**src/rtl/major_cycle_sequencer.sv**
```systemverilog
// ---------------------------------------------------------------------------
// major_cycle_sequencer
//
// Timing generator for the Fetch, Auto-increment and Indirect major cycles of
// the instruction-fetch path. It produces the ck*/stb* slot signals that drive
// the fetch control decoder. After each fetch it looks at the decoded
// addressing-mode flags, so only the major cycles the current instruction
// needs are sequenced. Then it hands control to the execute logic with a
// start/done handshake. While run is high it loops straight back to the next
// fetch.
//
// Parameters
//   CK_LEN       cycles each ck* slot stays high (1..15); the matching stb*
//                fires on the last of them
//
// Ports
//   clk          system clock, rising edge
//   reset        synchronous, active-high; returns to IDLE with outputs low
//   run          level; free-run instructions, looked at on boundaries only
//   step         one-cycle pulse; single instruction from IDLE when run is low
//   instIsIND    instruction is plain indirect (valid from stbFetch+1)
//   instIsPPIND  instruction is indirect via auto-index location
//   execDone     execute logic finished; looked at in EXEC
//   ckFetch      fetch slot clock (RAM read of PC location)
//   stbFetch     fetch strobe on last ckFetch cycle (IR latch)
//   stbFetch2    post-fetch strobe (PC increment) in the gap after fetch
//   ckAuto1      autoincrement slot 1 clock
//   stbAuto1     autoincrement slot 1 strobe
//   ckAuto2      autoincrement slot 2 clock
//   stbAuto2     autoincrement slot 2 strobe (write-back)
//   ckInd        indirect slot clock
//   stbInd       indirect slot strobe
//   execStart    one-cycle pulse on the first EXEC cycle
//   busy         high in every state except IDLE
// ---------------------------------------------------------------------------
module major_cycle_sequencer #(
  parameter int CK_LEN = 2
) (
  input  logic clk,
  input  logic reset,
  input  logic run,
  input  logic step,
  input  logic instIsIND,
  input  logic instIsPPIND,
  input  logic execDone,
  output logic ckFetch,
  output logic stbFetch,
  output logic stbFetch2,
  output logic ckAuto1,
  output logic stbAuto1,
  output logic ckAuto2,
  output logic stbAuto2,
  output logic ckInd,
  output logic stbInd,
  output logic execStart,
  output logic busy
);

  typedef enum logic [3:0] {
    IDLE,
    FETCH,
    FETCH2,
    AUTO1,
    GAP1,
    AUTO2,
    GAP2,
    IND,
    GAP3,
    EXEC
  } state_t;

  // Counter value reached on the last cycle of a ck* slot.
  localparam logic [3:0] SLOT_LAST = 4'(CK_LEN - 1);

  state_t     state;
  state_t     state_next;
  logic [3:0] slot_cnt;
  logic [3:0] slot_cnt_next;
  logic       slot_last;
  logic       slot_last_next;

  logic ck_fetch_next;
  logic stb_fetch_next;
  logic stb_fetch2_next;
  logic ck_auto1_next;
  logic stb_auto1_next;
  logic ck_auto2_next;
  logic stb_auto2_next;
  logic ck_ind_next;
  logic stb_ind_next;
  logic exec_start_next;
  logic busy_next;

  assign slot_last      = (slot_cnt == SLOT_LAST);
  assign slot_last_next = (slot_cnt_next == SLOT_LAST);

  // State, slot counter and every output are registered together. The
  // outputs are decoded from the next state and next counter, so the
  // registered outputs always describe the state the block is in now.
  // Reset wins over everything, including a slot that is half way through,
  // so no strobe can complete once reset has been seen.
  always_ff @(posedge clk) begin
    if (reset) begin
      state     <= IDLE;
      slot_cnt  <= 4'd0;
      ckFetch   <= 1'b0;
      stbFetch  <= 1'b0;
      stbFetch2 <= 1'b0;
      ckAuto1   <= 1'b0;
      stbAuto1  <= 1'b0;
      ckAuto2   <= 1'b0;
      stbAuto2  <= 1'b0;
      ckInd     <= 1'b0;
      stbInd    <= 1'b0;
      execStart <= 1'b0;
      busy      <= 1'b0;
    end else begin
      state     <= state_next;
      slot_cnt  <= slot_cnt_next;
      ckFetch   <= ck_fetch_next;
      stbFetch  <= stb_fetch_next;
      stbFetch2 <= stb_fetch2_next;
      ckAuto1   <= ck_auto1_next;
      stbAuto1  <= stb_auto1_next;
      ckAuto2   <= ck_auto2_next;
      stbAuto2  <= stb_auto2_next;
      ckInd     <= ck_ind_next;
      stbInd    <= stb_ind_next;
      execStart <= exec_start_next;
      busy      <= busy_next;
    end
  end

  // Next-state logic. The counter defaults to zero so that every state
  // entry reloads it; slot states count up until their last cycle. In
  // EXEC the counter parks at 1 after the first cycle, which is what marks
  // that first cycle for execStart.
  // The addressing-mode flags are only looked at on the FETCH2 edge, and
  // the choice they make is captured in the state register, so later
  // changes on them cannot disturb the instruction in flight.
  always_comb begin
    state_next    = state;
    slot_cnt_next = 4'd0;
    unique case (state)
      IDLE: begin
        if (run || step) begin
          state_next = FETCH;
        end
      end
      FETCH: begin
        if (slot_last) begin
          state_next = FETCH2;
        end else begin
          slot_cnt_next = slot_cnt + 4'd1;
        end
      end
      FETCH2: begin
        if (instIsPPIND) begin
          state_next = AUTO1;
        end else if (instIsIND) begin
          state_next = IND;
        end else begin
          state_next = EXEC;
        end
      end
      AUTO1: begin
        if (slot_last) begin
          state_next = GAP1;
        end else begin
          slot_cnt_next = slot_cnt + 4'd1;
        end
      end
      GAP1: begin
        state_next = AUTO2;
      end
      AUTO2: begin
        if (slot_last) begin
          state_next = GAP2;
        end else begin
          slot_cnt_next = slot_cnt + 4'd1;
        end
      end
      GAP2: begin
        state_next = IND;
      end
      IND: begin
        if (slot_last) begin
          state_next = GAP3;
        end else begin
          slot_cnt_next = slot_cnt + 4'd1;
        end
      end
      GAP3: begin
        state_next = EXEC;
      end
      EXEC: begin
        if (execDone) begin
          state_next = run ? FETCH : IDLE;
        end else begin
          slot_cnt_next = 4'd1;
        end
      end
      default: begin
        state_next = IDLE;
      end
    endcase
  end

  // Output decode from the next state and counter. Each slot raises its
  // own ck* for the whole slot and its stb* only on the last slot cycle.
  // Gap states are silent apart from FETCH2, which carries stbFetch2.
  always_comb begin
    ck_fetch_next   = 1'b0;
    stb_fetch_next  = 1'b0;
    stb_fetch2_next = 1'b0;
    ck_auto1_next   = 1'b0;
    stb_auto1_next  = 1'b0;
    ck_auto2_next   = 1'b0;
    stb_auto2_next  = 1'b0;
    ck_ind_next     = 1'b0;
    stb_ind_next    = 1'b0;
    exec_start_next = 1'b0;
    busy_next       = (state_next != IDLE);
    case (state_next)
      FETCH: begin
        ck_fetch_next  = 1'b1;
        stb_fetch_next = slot_last_next;
      end
      FETCH2: begin
        stb_fetch2_next = 1'b1;
      end
      AUTO1: begin
        ck_auto1_next  = 1'b1;
        stb_auto1_next = slot_last_next;
      end
      AUTO2: begin
        ck_auto2_next  = 1'b1;
        stb_auto2_next = slot_last_next;
      end
      IND: begin
        ck_ind_next  = 1'b1;
        stb_ind_next = slot_last_next;
      end
      EXEC: begin
        exec_start_next = (slot_cnt_next == 4'd0);
      end
      default: begin
      end
    endcase
  end

endmodule

```
**config.mk**
```make
export PLATFORM = sky130hd
export DESIGN_NAME = major_cycle_sequencer
export DESIGN_NICKNAME = d
export VERILOG_FILES = /design/src/rtl/major_cycle_sequencer.sv
export SDC_FILE = /design/constraint.sdc
export NUM_CORES = 1
export LEC_CHECK = 0
export ABC_AREA = 1
export BUFFER_PORTS_ARGS = -buffer_cell sky130_fd_sc_hd__buf_2
export CAP_MARGIN = 15
export CORE_MARGIN = 10
export CORE_UTILIZATION = 30
export DETAILED_ROUTE_END_ITERATION = 7
export PLACE_DENSITY_LB_ADDON = 0.25
export SLEW_MARGIN = 20
export SYNTH_ARGS = -nofsm -noshare
export SYNTH_HDL_FRONTEND = slang
export SYNTH_SLANG_ARGS = --single-unit
```
**constraint.sdc**
```tcl
create_clock -name clk -period 1.7 [get_ports clk]
set_input_delay 0.17 -clock clk [delete_from_list [all_inputs] [get_ports clk]]
set_output_delay 0.17 -clock clk [all_outputs]
set_load 0.05 [all_outputs]
```
==> flow_summary.yaml <==
outcome:
  status: "complete, no violations"
yosys:
  synth_warnings: 0
  syn_area_um2: 960
  ys_types: 20
  synthTopCellsByArea: "dfxtp_1 40%, nand2_1 11%, nor2_1 9.0%"
  ys_seq_elements: 19
  synth_top_area_share_pct: 39.6
  synth_cells: 132
  synthFlopType: "dfxtp_1"
  seq_area_frac_synth_pct: 39.6
  syn_avg_cell_area_um2: 7.27
  async_reset_ff_share_pct: 0
  synth_fp_nets: 141
  yosysTopAreaCell: "dfxtp_1"
  synth_edf_count: 0
clock_tree:
  root_buffer: "clkbuf_4"
  clkSinkCount: 19
  cts_setup_buffers: 0
  cts-htree-levels: 1
  cts_resized: 0
  clk_pin_slew_worst_paths_ps: 110
  clock_path_buffers: 2
  hold_buffers: 0
  worstSkewPairLatency_ps: 290
  cts_tree: "built"
  cts_made_buffers: 3
pwr:
  ir_drop_uv: 482
  power.leakage_nw: 0.564
  power_density_nw_per_um2: 789
global_routing:
  antenna_found_initial: 0
  top_usage_layer: "met2"
  grt_usage_pct: 6.83
  grtUsageMet1_pct: 8.39
  grt_use_met3_pct: 1.89
  grt_max_degree: 12
  grtUsageMet2_pct: 10.6
  grt_first_pass_wirelength_um: 3390
  grt_overflow: 0
  grt_pass1_vias: 769
worst_hold_path:
  hp-class: "in2reg"
  min_path_cells: 2
  hp-start: "reset"
  min_to: "state[0]"
die:
  initial_utilization_pct: 31.4
  core_region_area_um2: 3050
  rows: 20
  die_width_um: 76.6
  die_y_um: 76.6
  die-area_um2: 5860
  io_pins: 18
detailed_routing:
  wl_per_cell_um: 10.0
  via_per_inst: 4.06
  vias: 791
  drt_pass1_iterations: 4
  drc: 0
  drt_wl_total_um: 1960
  drtIter0Drc: 40
  postRouteAntennaNets: 0
final_layout:
  nFillCells: 354
  antennaDiodeCount: 0
  regArea_um2: 380
  finalNetCount: 161
  drive_above_1_share_pct: 31.8
  syn2layout_area_growth_pct: 15.5
  multi_input_area_um2: 485
sta:
  setup_violations: 0
  relSlewSlack_pct: 78.1
  layout_min_cycle_time_ps: 1440
  fin_crit_sh_pct: 84.4
  finalSetupTns_ps: 0
  rsz0062_at_grt: "no"
  tightest_slew_ps: 325
  finalClockSkew_ps: 7.29
  drv_slew: 0
  fmax_mhz: 697
  hold_viol_final: 0
  fin_hold_ws_ps: 208
setup_path:
  worst_ep_required_time_ps: 1940
  r2r-start: "slot_cnt[1]"
  endpoint_kind: "flop"
  worstReg2RegEnd: "stbFetch"
  ff2ff_setup_slack_ps: 260
  critical_path_class: "reg2reg"
  r2r_cells: 11
  critPathArrivalTime_ps: 1670
  cp-start-kind: "flop"
  path_max_fanout: 3
place:
  io_buffers: 17
  hpwl_um: 1650
  gp_congestion: 0.811
run:
  max_cap_viol_count: 0
-- layout by cell type, fill, tap and decap left out, types with 2 or more instances in the layout --
master | netlist | final
nand2_1 | 27 | 27
nor2_1 | 23 | 23
dfxtp_1 | 19 | 19
buf_2 | 0 | 17
inv_1 | 16 | 16
nand3_1 | 9 | 9
nand2_2 | 8 | 8
nor2_2 | 5 | 5
inv_2 | 4 | 4
nor2_4 | 4 | 4
nor3_1 | 3 | 3
clkbuf_4 | 0 | 3
nand3_2 | 2 | 2
o21ai_0 | 2 | 2
nor3_2 | 2 | 2
ha_1 | 2 | 2
-- registers in the layout, summed over array words and instances, names as in the netlist --
signal / flops
busy: 1
ckAuto1: 1
ckAuto2: 1
ckFetch: 1
ckInd: 1
execStart: 1
slot_cnt: 4
state: 4
stbAuto1: 1
stbAuto2: 1
stbFetch: 1
stbFetch2: 1
stbInd: 1
-- layer usage --
layer	vias up	routed length, um
met2	18	867
li1	442	-
met1	329	969
met4	0	21
met3	2	100
met5	-	0
-- worst max-delay path, cell delays in order, from the launching register on --
cell and delay (ps):
dfxtp_1 360, inv_1 50, ha_1 210, nand2_1 70, nor2_1 50, nand2_1 80, nand2_1 90, nor2_4 150
nand2_2 80, nor2_4 90, nand2_1 80, nor2_1 80
-- synthesized netlist by cell type (2+ instances only) --
master / instances
dfxtp_1: 19
ha_1: 2
inv_1: 16
inv_2: 4
nand2_1: 27
nand2_2: 8
nand3_1: 9
nand3_2: 2
nor2_1: 23
nor2_2: 5
nor2_4: 4
nor3_1: 3
nor3_2: 2
o21ai_0: 2
-- stage by stage --
step,util [%],cell area (um^2),cells,setup slack [ps],total power [mW]
6_report,36.3,1110,195,265,0.874
5_1_grt,36.3,1110,195,130,0.935
4_1_cts,36.3,1110,195,240,0.889
3_5_place_dp,35.4,1080,191,257,0.669
3_3_place_gp,35.4,1080,191,273,0.668
2_1_floorplan,-,960,132,409,0.630
-- kinds of logic after synthesis --
group,synth area share (%)
buffers and inverters,9.78
AO/OA/AOI/OAI,2.74
flip-flops,39.6
AND/OR/NAND/NOR,44.3
XOR/XNOR,0.913
adder cells (fa/ha/maj),2.61
-- cell type report --
type / instances / area share [%]
sequential: 19 / 34.3
multi-input combinational: 91 / 43.8
tap: 44 / 4.97
timing repair buffer: 17 / 7.67
inverter: 20 / 6.77
clock buffer: 3 / 2.03
clock inverter: 1 / 0.451
-- report_power, final --
part           total, mW  internal [mW]  switching [mW]
Combinational      0.181         0.0507           0.130
Clock              0.217         0.0873           0.130
Sequential         0.477          0.463          0.0131
Total              0.874          0.602           0.273
-- how the worst max path moves through the flow --
stage / end / startpoint / cells past startpoint / slack, ps
2_1_floorplan: stbFetch / slot_cnt[1] / 11 / 410
3_3_place_gp: stbFetch / slot_cnt[1] / 11 / 270
3_5_place_dp: stbFetch / slot_cnt[1] / 11 / 260
5_1_grt: stbFetch / slot_cnt[1] / 11 / 130
4_1_cts: stbFetch / slot_cnt[1] / 11 / 240
6_report: stbFetch / slot_cnt[1] / 11 / 260
Note: power is estimated with default switching activity, not from simulation.
